$ cat config.mk
export PLATFORM = sky130hd
export DESIGN_NAME = decoder_scan_flat
export DESIGN_NICKNAME = d
export VERILOG_FILES = /design/src/rtl/decoder_pkg.sv /design/src/rtl/decoder_scan_if.sv /design/src/rtl/scan_timer.sv /design/src/rtl/decoder_scan.sv /design/src/flat_wrapper.sv
export SDC_FILE = /design/constraint.sdc
export NUM_CORES = 1
export LEC_CHECK = 0
export CORE_MARGIN = 2
export CORE_UTILIZATION = 44
export DETAILED_ROUTE_END_ITERATION = 10
export PLACE_DENSITY_LB_ADDON = 0.12
export SLEW_MARGIN = 10
export SYNTH_ARGS = -nofsm -noshare
export SYNTH_HDL_FRONTEND = slang
export SYNTH_SLANG_ARGS = --single-unit
$ cat constraint.sdc
create_clock -name clk -period 1.61 [get_ports clk]
set_input_delay 0.2415 -clock clk [delete_from_list [all_inputs] [get_ports clk]]
set_output_delay 0.2415 -clock clk [all_outputs]
set_load 0.05 [all_outputs]
$ cat src/rtl/decoder_pkg.sv
// Shared types, mode constants and the range-checked one-hot helper used by
// the decoder_scan block.
package decoder_pkg;

  typedef enum logic [1:0] {
    IDLE   = 2'd0,
    DIRECT = 2'd1,
    SCAN   = 2'd2
  } state_e;

  localparam logic MODE_DIRECT = 1'b0;
  localparam logic MODE_SCAN   = 1'b1;

  // Widest decoder the helper can serve; callers size-cast the result down.
  localparam int unsigned ONEHOT_MAX = 256;

  // One-hot of code within num_out outputs; all zero when code is out of range.
  function automatic logic [ONEHOT_MAX-1:0] onehot(input int unsigned code,
                                                   input int unsigned num_out);
    logic [ONEHOT_MAX-1:0] vec;
    vec = '0;
    for (int unsigned i = 0; i < ONEHOT_MAX; i++) begin
      vec[i] = (i == code) && (code < num_out);
    end
    return vec;
  endfunction

endpackage

$ cat src/rtl/decoder_scan_if.sv
// Handshake and select bundle of decoder_scan. oor_err exists only when
// DECODE_OOR_FLAG_EN is defined.
interface decoder_scan_if #(
  parameter int unsigned NUM_OUT = 8
);
  localparam int unsigned CODE_W = $clog2(NUM_OUT);

  logic              en;
  logic              mode;
  logic              in_valid;
  logic              in_ready;
  logic [CODE_W-1:0] in_code;
  logic [NUM_OUT-1:0] out;
  logic [CODE_W-1:0] idx;
  logic              scan_wrap;
`ifdef DECODE_OOR_FLAG_EN
  logic              oor_err;
`endif

  modport master (
    output en, mode, in_valid, in_code,
    input  in_ready, out, idx, scan_wrap
`ifdef DECODE_OOR_FLAG_EN
    , input oor_err
`endif
  );

  modport slave (
    input  en, mode, in_valid, in_code,
    output in_ready, out, idx, scan_wrap
`ifdef DECODE_OOR_FLAG_EN
    , output oor_err
`endif
  );

endinterface

$ cat src/rtl/scan_timer.sv
// Dwell counter plus index counter for SCAN mode. The index advances after
// DWELL cycles and wraps NUM_OUT-1 -> 0 with a one-cycle wrap pulse that
// coincides with index 0 becoming visible.
module scan_timer #(
  parameter  int unsigned NUM_OUT = 8,
  parameter  int unsigned DWELL   = 4,
  localparam int unsigned CODE_W  = $clog2(NUM_OUT)
) (
  input  logic              clk,
  input  logic              rst_n,
  input  logic              run,
  input  logic              restart,
  output logic [CODE_W-1:0] idx,
  output logic              wrap
);

  localparam int unsigned CNT_W = (DWELL > 1) ? $clog2(DWELL) : 1;

  logic [CNT_W-1:0] cnt;
  logic             last_dwell;
  logic             last_idx;

  assign last_dwell = (cnt == CNT_W'(DWELL - 1));
  assign last_idx   = (idx == CODE_W'(NUM_OUT - 1));

  // Count dwell cycles and step the index; restart or idle parks at index 0.
  always_ff @(posedge clk or negedge rst_n) begin
    if (!rst_n) begin
      cnt  <= '0;
      idx  <= '0;
      wrap <= 1'b0;
    end else if (restart || !run) begin
      cnt  <= '0;
      idx  <= '0;
      wrap <= 1'b0;
    end else if (last_dwell) begin
      cnt  <= '0;
      idx  <= last_idx ? '0 : idx + 1'b1;
      wrap <= last_idx;
    end else begin
      cnt  <= cnt + 1'b1;
      wrap <= 1'b0;
    end
  end

endmodule

$ cat src/rtl/decoder_scan.sv
// Registered binary-to-one-hot decoder for any output count, with a DIRECT
// (valid/ready code) mode and a SCAN (walking index with dwell) mode.
// Optional feature: define DECODE_OOR_FLAG_EN for the sticky oor_err flag.
module decoder_scan
  import decoder_pkg::*;
#(
  parameter  int unsigned NUM_OUT = 8,
  parameter  int unsigned DWELL   = 4,
  localparam int unsigned CODE_W  = $clog2(NUM_OUT)
) (
  input  logic           clk,
  input  logic           rst_n,
  decoder_scan_if.slave  bus
);

  state_e state;
  state_e state_next;

  logic               ready;
  logic               accept;
  logic               in_range;
  logic               scan_run;
  logic               scan_restart;
  logic [NUM_OUT-1:0] code_hot;
  logic [NUM_OUT-1:0] scan_hot;
  logic [NUM_OUT-1:0] direct_out;
  logic [CODE_W-1:0]  direct_idx;
  logic [CODE_W-1:0]  scan_idx;
  logic               scan_wrap;

  // State register.
  always_ff @(posedge clk or negedge rst_n) begin
    if (!rst_n) begin
      state <= IDLE;
    end else begin
      state <= state_next;
    end
  end

  // Next state: en gates everything, mode picks the active mode every cycle.
  always_comb begin
    state_next = IDLE;
    if (bus.en) begin
      state_next = (bus.mode == MODE_SCAN) ? SCAN : DIRECT;
    end
  end

  // Handshake, scan control and decode of the incoming code / scan index.
  always_comb begin
    ready        = bus.en & (bus.mode == MODE_DIRECT);
    accept       = bus.in_valid & ready;
    in_range     = (32'(bus.in_code) < NUM_OUT);
    scan_restart = (state_next == SCAN) && (state != SCAN);
    scan_run     = (state_next == SCAN) && (state == SCAN);
    code_hot     = NUM_OUT'(onehot(32'(bus.in_code), NUM_OUT));
    scan_hot     = NUM_OUT'(onehot(32'(scan_idx), NUM_OUT));
  end

  scan_timer #(
    .NUM_OUT (NUM_OUT),
    .DWELL   (DWELL)
  ) u_scan_timer (
    .clk     (clk),
    .rst_n   (rst_n),
    .run     (scan_run),
    .restart (scan_restart),
    .idx     (scan_idx),
    .wrap    (scan_wrap)
  );

  // DIRECT select register: loads on accept, otherwise holds; cleared whenever
  // the next state is not DIRECT so a fresh DIRECT entry shows out=0, idx=0.
  always_ff @(posedge clk or negedge rst_n) begin
    if (!rst_n) begin
      direct_out <= '0;
      direct_idx <= '0;
    end else if (state_next != DIRECT) begin
      direct_out <= '0;
      direct_idx <= '0;
    end else if (accept) begin
      direct_out <= code_hot;
      if (in_range) begin
        direct_idx <= bus.in_code;
      end
    end
  end

`ifdef DECODE_OOR_FLAG_EN
  logic oor_err;

  // Sticky out-of-range flag, cleared only by reset or en=0.
  always_ff @(posedge clk or negedge rst_n) begin
    if (!rst_n) begin
      oor_err <= 1'b0;
    end else if (!bus.en) begin
      oor_err <= 1'b0;
    end else if (accept && !in_range) begin
      oor_err <= 1'b1;
    end
  end

  assign bus.oor_err = oor_err;
`endif

  // Every source of out/idx is a flop; SCAN selects the timer index, other
  // states the DIRECT register (which is zero in IDLE).
  assign bus.in_ready  = ready;
  assign bus.out       = (state == SCAN) ? scan_hot : direct_out;
  assign bus.idx       = (state == SCAN) ? scan_idx : direct_idx;
  assign bus.scan_wrap = scan_wrap;

endmodule

$ cat src/flat_wrapper.sv
// flat-port wrapper written by rule: the top's interface ports become plain ports
module decoder_scan_flat import decoder_pkg::*;
#(
  parameter  int unsigned NUM_OUT = 8,
  parameter  int unsigned DWELL   = 4,
  localparam int unsigned CODE_W  = $clog2(NUM_OUT)
)
  (clk, rst_n, bus_en, bus_mode, bus_in_valid, bus_in_code, bus_in_ready, bus_out, bus_idx, bus_scan_wrap);
  decoder_scan_if #(.NUM_OUT(NUM_OUT)) bus_i ();
  input  logic clk;
  input  logic rst_n;
  input wire logic [$bits(bus_i.en)-1:0] bus_en;
  input wire logic [$bits(bus_i.mode)-1:0] bus_mode;
  input wire logic [$bits(bus_i.in_valid)-1:0] bus_in_valid;
  input wire logic [$bits(bus_i.in_code)-1:0] bus_in_code;
  output wire logic [$bits(bus_i.in_ready)-1:0] bus_in_ready;
  output wire logic [$bits(bus_i.out)-1:0] bus_out;
  output wire logic [$bits(bus_i.idx)-1:0] bus_idx;
  output wire logic [$bits(bus_i.scan_wrap)-1:0] bus_scan_wrap;
  assign bus_i.en = bus_en;
  assign bus_i.mode = bus_mode;
  assign bus_i.in_valid = bus_in_valid;
  assign bus_i.in_code = bus_in_code;
  assign bus_in_ready = bus_i.in_ready;
  assign bus_out = bus_i.out;
  assign bus_idx = bus_i.idx;
  assign bus_scan_wrap = bus_i.scan_wrap;
  decoder_scan #(.NUM_OUT(NUM_OUT), .DWELL(DWELL)) u_core (.clk(clk), .rst_n(rst_n), .bus(bus_i));
endmodule
### Word level (Yosys, flattened, before mapping)

Cells that the tools add are included.
Widths: inputs -> output; s select.

| storage, ports and cells | value |
|---|---|
| input bits | 8 |
| flip-flop bits (word level) | 19 |
| logic and storage cells | 54 |

| cells by class | value |
|---|---|
| mux-type cells | 15 |
| bitwise logic cells | 3 |
| $add $sub $neg | 2 |
| reduce and logical (&&, ||, !) cells | 8 |
| equal/unequal tests | 20 |

Operators with widths:

| kind | number |
|---|---|
| $eq 3x3->1 const A | 8 |
| $mux 8 | 3 |
| $mux 3 | 6 |
| $eq 2x3->1 const A | 4 |
| $mux 2 | 4 |
| $eq 1x3->1 const A | 2 |
| $eq 2x2->1 const B | 3 |
| $logic_not 3->1 | 2 |
| $reduce_bool 2->1 | 2 |
| $add 3x1->3 const B | 1 |
| $eq 3x3->1 const B | 1 |
| $add 2x1->2 const B | 1 |
| $and 1x1->1 | 2 |
| $logic_and 1x1->1 | 2 |
| $mux 1 | 2 |
| $ne 2x1->1 const B | 1 |
| $ne 2x2->1 const B | 1 |
| $logic_not 1->1 | 1 |
| $logic_or 1x1->1 | 1 |
| $not 1->1 | 1 |

### Longest topological paths before layout

| depth | value |
|---|---|
| depth in word-level cells | 7 |
| depth in mapped cells | 4 |
| mapped depth without buffers | 4 |

### Hierarchy

Synthesis repeated with hierarchy kept, for this count alone.

| unflattened totals | value |
|---|---|
| cell total of the unflattened synthesis | 92 |
| area, all modules | 1002.2 um^2 |

By module, submodules not included:

| module | cells each | area an instance (um^2) | instances |
|---|---|---|---|
| decoder_scan | 69 | 732.0 | 1 |
| scan_timer | 23 | 270.3 | 1 |

### Worst setup path after synthesis

OpenSTA, ideal clock, no wires.

| path | value |
|---|---|
| kind | register to output |
| from | register u_core.state[0] |
| to | output bus_out[4] |
| cell stages (with the launch flop) | 4 |
| data arrival time | 1619 ps |
| data required time | 1368 ps |
| path slack | -251 ps |
| cell sequence | dfrtp_1 -> nor2b_1 -> buf_4 -> mux2i_1 |

| on the way | value |
|---|---|
| longest elaborated chain between the ends | 2 |

Ends and longest elaborated chain:

| element | line | RTL |
|---|---|---|
| from (decl) | decoder_scan.sv:16 | `state_e state;` |
| from (signal assigned) | decoder_scan.sv:36 | `state <= state_next;` |
| $eq 2x2->1 | decoder_scan.sv:108 | `assign bus.out = (state == SCAN) ? scan_hot : direct_out;` |
| $mux 8 | decoder_scan.sv:108 |  |
| to (decl) | flat_wrapper.sv:17 | `output wire logic [$bits(bus_i.out)-1:0] bus_out;` |

Every way passes these cells.

### Worst setup path in the final report

| path | value |
|---|---|
| from | register u_core.u_scan_timer.idx[1] |
| to | output bus_out[7] |

| on the way | value |
|---|---|
| longest elaborated chain between the ends | 2 |

Ends and longest elaborated chain:

| element | line | RTL |
|---|---|---|
| from (decl) | scan_timer.sv:13 | `output logic [CODE_W-1:0] idx,` |
| from (signal assigned) | scan_timer.sv:38 | `idx <= last_idx ? '0 : idx + 1'b1;` |
| $eq 3x3->1 | decoder_pkg.sv:23 | `vec[i] = (i == code) && (code < num_out);` |
| $mux 8 | decoder_scan.sv:108 |  |

Every way passes these cells.

==> impl_summary.txt <==
----------------------------------------------------
[Status]
  Outcome ... finished, violations left
  Violations in the final reports ... negative setup slack

[STA]
  Post-route minimum period ... approximately 1.8 ns
  Ratio of final minimum period to clock period ... 114%
  Transition time at the pin with the least slew margin ... 0.237 ns
  Worst clock skew ... between 0.0005 and 0.0006 ns
  Max-slew violation count ... 0
  Worst slew slack as a fraction of its limit ... ~84%
  Post-layout worst setup margin ... -0.219 ns
  Setup repair after global routing missed its margin ... true
  Final-layout setup total negative slack ... -2.00 ns
  Final hold vios ... 0
  Number of endpoints failing setup at the final stage ... 11
  Highest Clock Rate ... 0.547 GHz

[Routing]
  Number of design-rule violations left by the first detailed-router iteration ... 11
  First-pass detailed-route iteration total ... 4
  Number of nets with antenna violations after detailed routing ... 0
  Number of vias per cell ... 5.16
  DRC viols ... 0
  Final routed wirelength across all metal layers ... between 2 and 3 mm
  DR vias ... 820
  DR WL/cell ... 16.5 µm

[Global routing]
  Overflow left after global routing ... 0
  Largest net degree at the start of global routing ... 20
  Initial antenna violation count ... 0
  First-pass GRT wire length ... just over 4 mm
  Aggregate global-route resource usage ... between 20% and 30%
  Number of global-route vias before repair ... ~820

[Die]
  Die Outline Area ... 2840 µm²
  Site Rows ... 17
  Horizontal die dimension ... 53.3 µm
  Number of top-level design ports ... 21
  Initial cell density of the core ... 47.4%
  Core Box Area ... ~2300 µm²
  Vertical die dimension ... roughly 53 µm

[Synth]
  Post-Syn Nets ... between 100 and 150
  Share of flip-flops with an asynchronous set or reset ... 100%
  Dominant cell by count in the synthesized netlist ... dfrtp_1
  Post-synth design cell area ... around 1100 µm²
  Yosys Warn Count ... 0
  Leading area contributor after synthesis ... dfrtp_1
  Flops & latches, synth ... 19
  Syn_area_per_cell ... ~11 µm²
  Top cell types by occurrence after synthesis ... dfrtp_1 (19), nand2b_1 (11), a21oi_1 (10), mux2_2 (8)
  Proportion of synthesized chip area in sequential cells ... between 40% and 50%
  Cells after Synth ... about 100
  Portion of synthesized cell area occupied by the leading cell type ... 44.5%
  Cell types occupying the most area after synthesis ... dfrtp_1 (44%), mux2_2 (8.4%), ha_1 (8.2%)
  Post-synth cell types ... 23
  Count of flip-flops with a built-in enable after synthesis ... 0
  Primary flip-flop cell chosen by synthesis mapping ... dfrtp_1

[Finish]
  Number of filler instances in the final layout ... ~170
  Share of layout cells above drive strength 1 ... 39.7%
  Layout Cells excl Fill ... 159
  Final-stage net count ... between 100 and 150
  Antenna diode instance count ... 0
  Synth-to-Final Area Change ... 51.5%
  Final std cell area, no fill ... 1620 µm²

[Pwr]
  Switching power as a share of total power ... between 20% and 30%
  Largest voltage drop on the vdd net ... around 0.5 mV
  Internal portion of total power ... 0.000663 W
  Static leakage ... 0.681 nW
  Clock network fraction of total power ... between 20 and 30%
  Cell area power density ... around 560 nW/µm²
  Final Total Pwr ... 0.000909 W
  Net switching component of the power ... around 0.00025 W
  Combinational share of power ... a little under a fifth
  Share of power burned in registers ... between 50% and 60%

[Clock network]
  Clock transition at path regs ... between 0.1 and 0.15 ns
  H-tree Lvls ... 1
  CTS tree ... built
  Later-pin clock latency in the skew report ... approximately 0.30 ns
  Clock root cell ... clkbuf_4
  Number of CTS-inserted buffers ... 3
  CTS Sinks ... 19
  Clock Path Buffers ... 2

[Worst setup path]
  Crit Reg-Reg Endpoint ... u_core.u_scan_timer.idx[0]$_DFFE_PN0P_
  Worst Setup End Kind ... output port
  Top cell by count, worst path ... ha_4
  CP max stage delay ... roughly 0.5 ns
  Required time at the worst-slack endpoint ... 1.37 ns
  Worst setup path startpoint ... u_core.u_scan_timer.idx[1]$_DFFE_PN0P_
  Critical Path Slowest Stage Cell ... dfrtp_2
  Slack of the worst reg-to-reg path ... 0.10 ns
  CP Launch Type ... register
  Path depth of the worst reg2reg path ... 4
  Critical R2R Launch ... u_core.u_scan_timer.idx[1]$_DFFE_PN0P_
  Chain of cells forming the critical path ... ha_4, ha_4, mux2_4, buf_8
  Data arrival time at the worst-slack endpoint ... around 1.6 ns
  Largest fanout on the critical path ... 5
  Startpoint-to-endpoint class of the critical path ... register to output port

[Min path]
  Hold WC Path Type ... primary input to async pin

[Run]
  # Max-Cap Violations ... 0

[Placement]
  Port Buffer Count ... 20
  Sum of net half-perimeters after detailed placement ... 1.63 mm
  Number of placed instances with taps included ... ~150
  Routability cong. ... slightly above 0.8
  Standard cell area after detailed placement ... between 1000 and 1500 µm²

----------------------------------------------------
==> cells by family (layout without fill, tap and decap cells) <==
kind of cell,Yosys count,count (layout),share of synthesized area [%]
adder cells (fa/ha/maj),7,7,8.20
AND/OR/NAND/NOR,38,38,23.1
multiplexers,14,14,14.1
AO/OA/AOI/OAI,11,11,5.39
flip-flops,19,19,44.5
buffers and inverters,12,42,4.80
==> layout by cell type, fill, tap and decap left out, types with 3 or more instances in the layout <==
master           synthesis  routed
buf_8                    0       8
nor2_1                   5       5
mux2_4                   0       8
buf_4                    1      10
nand4bb_1                3       3
clkdlybuf4s50_1          0       7
dfrtp_1                 19      17
mux2i_1                  6       3
clkbuf_4                 0       3
buf_12                   0       5
ha_4                     0       4
inv_1                    7       5
nand2_1                  4       4
nand4b_1                 4       4
a21oi_1                 10      10
nand2b_1                11      11
==> state kept, by name (all words and copies together) (netlist names) <==
name and count:
u_core.state 2, u_core.u_scan_timer.idx 3, u_core.u_scan_timer.wrap 1, u_core.u_scan_timer.cnt 2, u_core.direct_out 8, u_core.direct_idx 3
==> layer usage <==
metal	wire (µm)	global-route usage, %	up-vias
met4	61	8.97	0
met3	75	3.39	8
met2	1240	33.3	19
li1	-	-	407
met5	0	0	-
met1	1250	28.5	386
==> worst max-delay path by stage <==
stage	end	slack (ns)	depth (start not counted)
after detailed placement	bus_out[7]	0.03	4
after floorplan	bus_out[4]	-0.02	3
after CTS	bus_idx[0]	-0.21	4
after global routing	bus_out[7]	-0.27	4
final	bus_out[7]	-0.22	4
after global placement	bus_out[7]	0.08	4
==> metrics by stage <==
stage	worst slack, ns	hold slack [ns]	utilization, %
finish	-0.219	0.255	71.8
global route	-0.269	0.287	71.8
CTS	-0.213	0.260	71.1
detailed placement	0.0340	0.439	61.2
global placement	0.0765	0.434	61.2
floorplan	-0.0188	-0.0541	-
==> critical path: cells and delay by family (launching register included) <==
family	cells	cell delay, ns
flops	1	0.49
fa+ha+maj	2	0.36
mux	1	0.27
buf+inv	1	0.16
==> what timing repair did <==
action                                  4_1_cts  5_1_grt
setup buffers                                 2        0
hold buffers                                  0        0
pin swaps                                     1        1
cloned                                        1        0
endpoints found under the setup margin       11       11
resized for setup                            40        5
==> power groups by stage <==
stage,registers (W),clock network [W],logic [W]
final,0.000490,0.000252,0.000168
after global routing,0.000491,0.000275,0.000179
after CTS,0.000490,0.000256,0.000170
after detailed placement,0.000498,0,0.000144
after global placement,0.000498,0,0.000143
after floorplan,0.000497,0,0.0000734
==> layout make-up <==
| class | instances | area, µm² | area share, % |
|---|---|---|---|
| well taps | 28 | 35.0 | 2.16 |
| flip-flops and latches | 19 | 478 | 29.5 |
| clock inverters | 1 | 5.00 | 0.309 |
| multi-input cells | 70 | 662 | 40.9 |
| repair buffers | 31 | 390 | 24.1 |
| inverters | 7 | 26.3 | 1.62 |
| clock buffers | 3 | 22.5 | 1.39 |
Power figures use the tool's default switching activity.
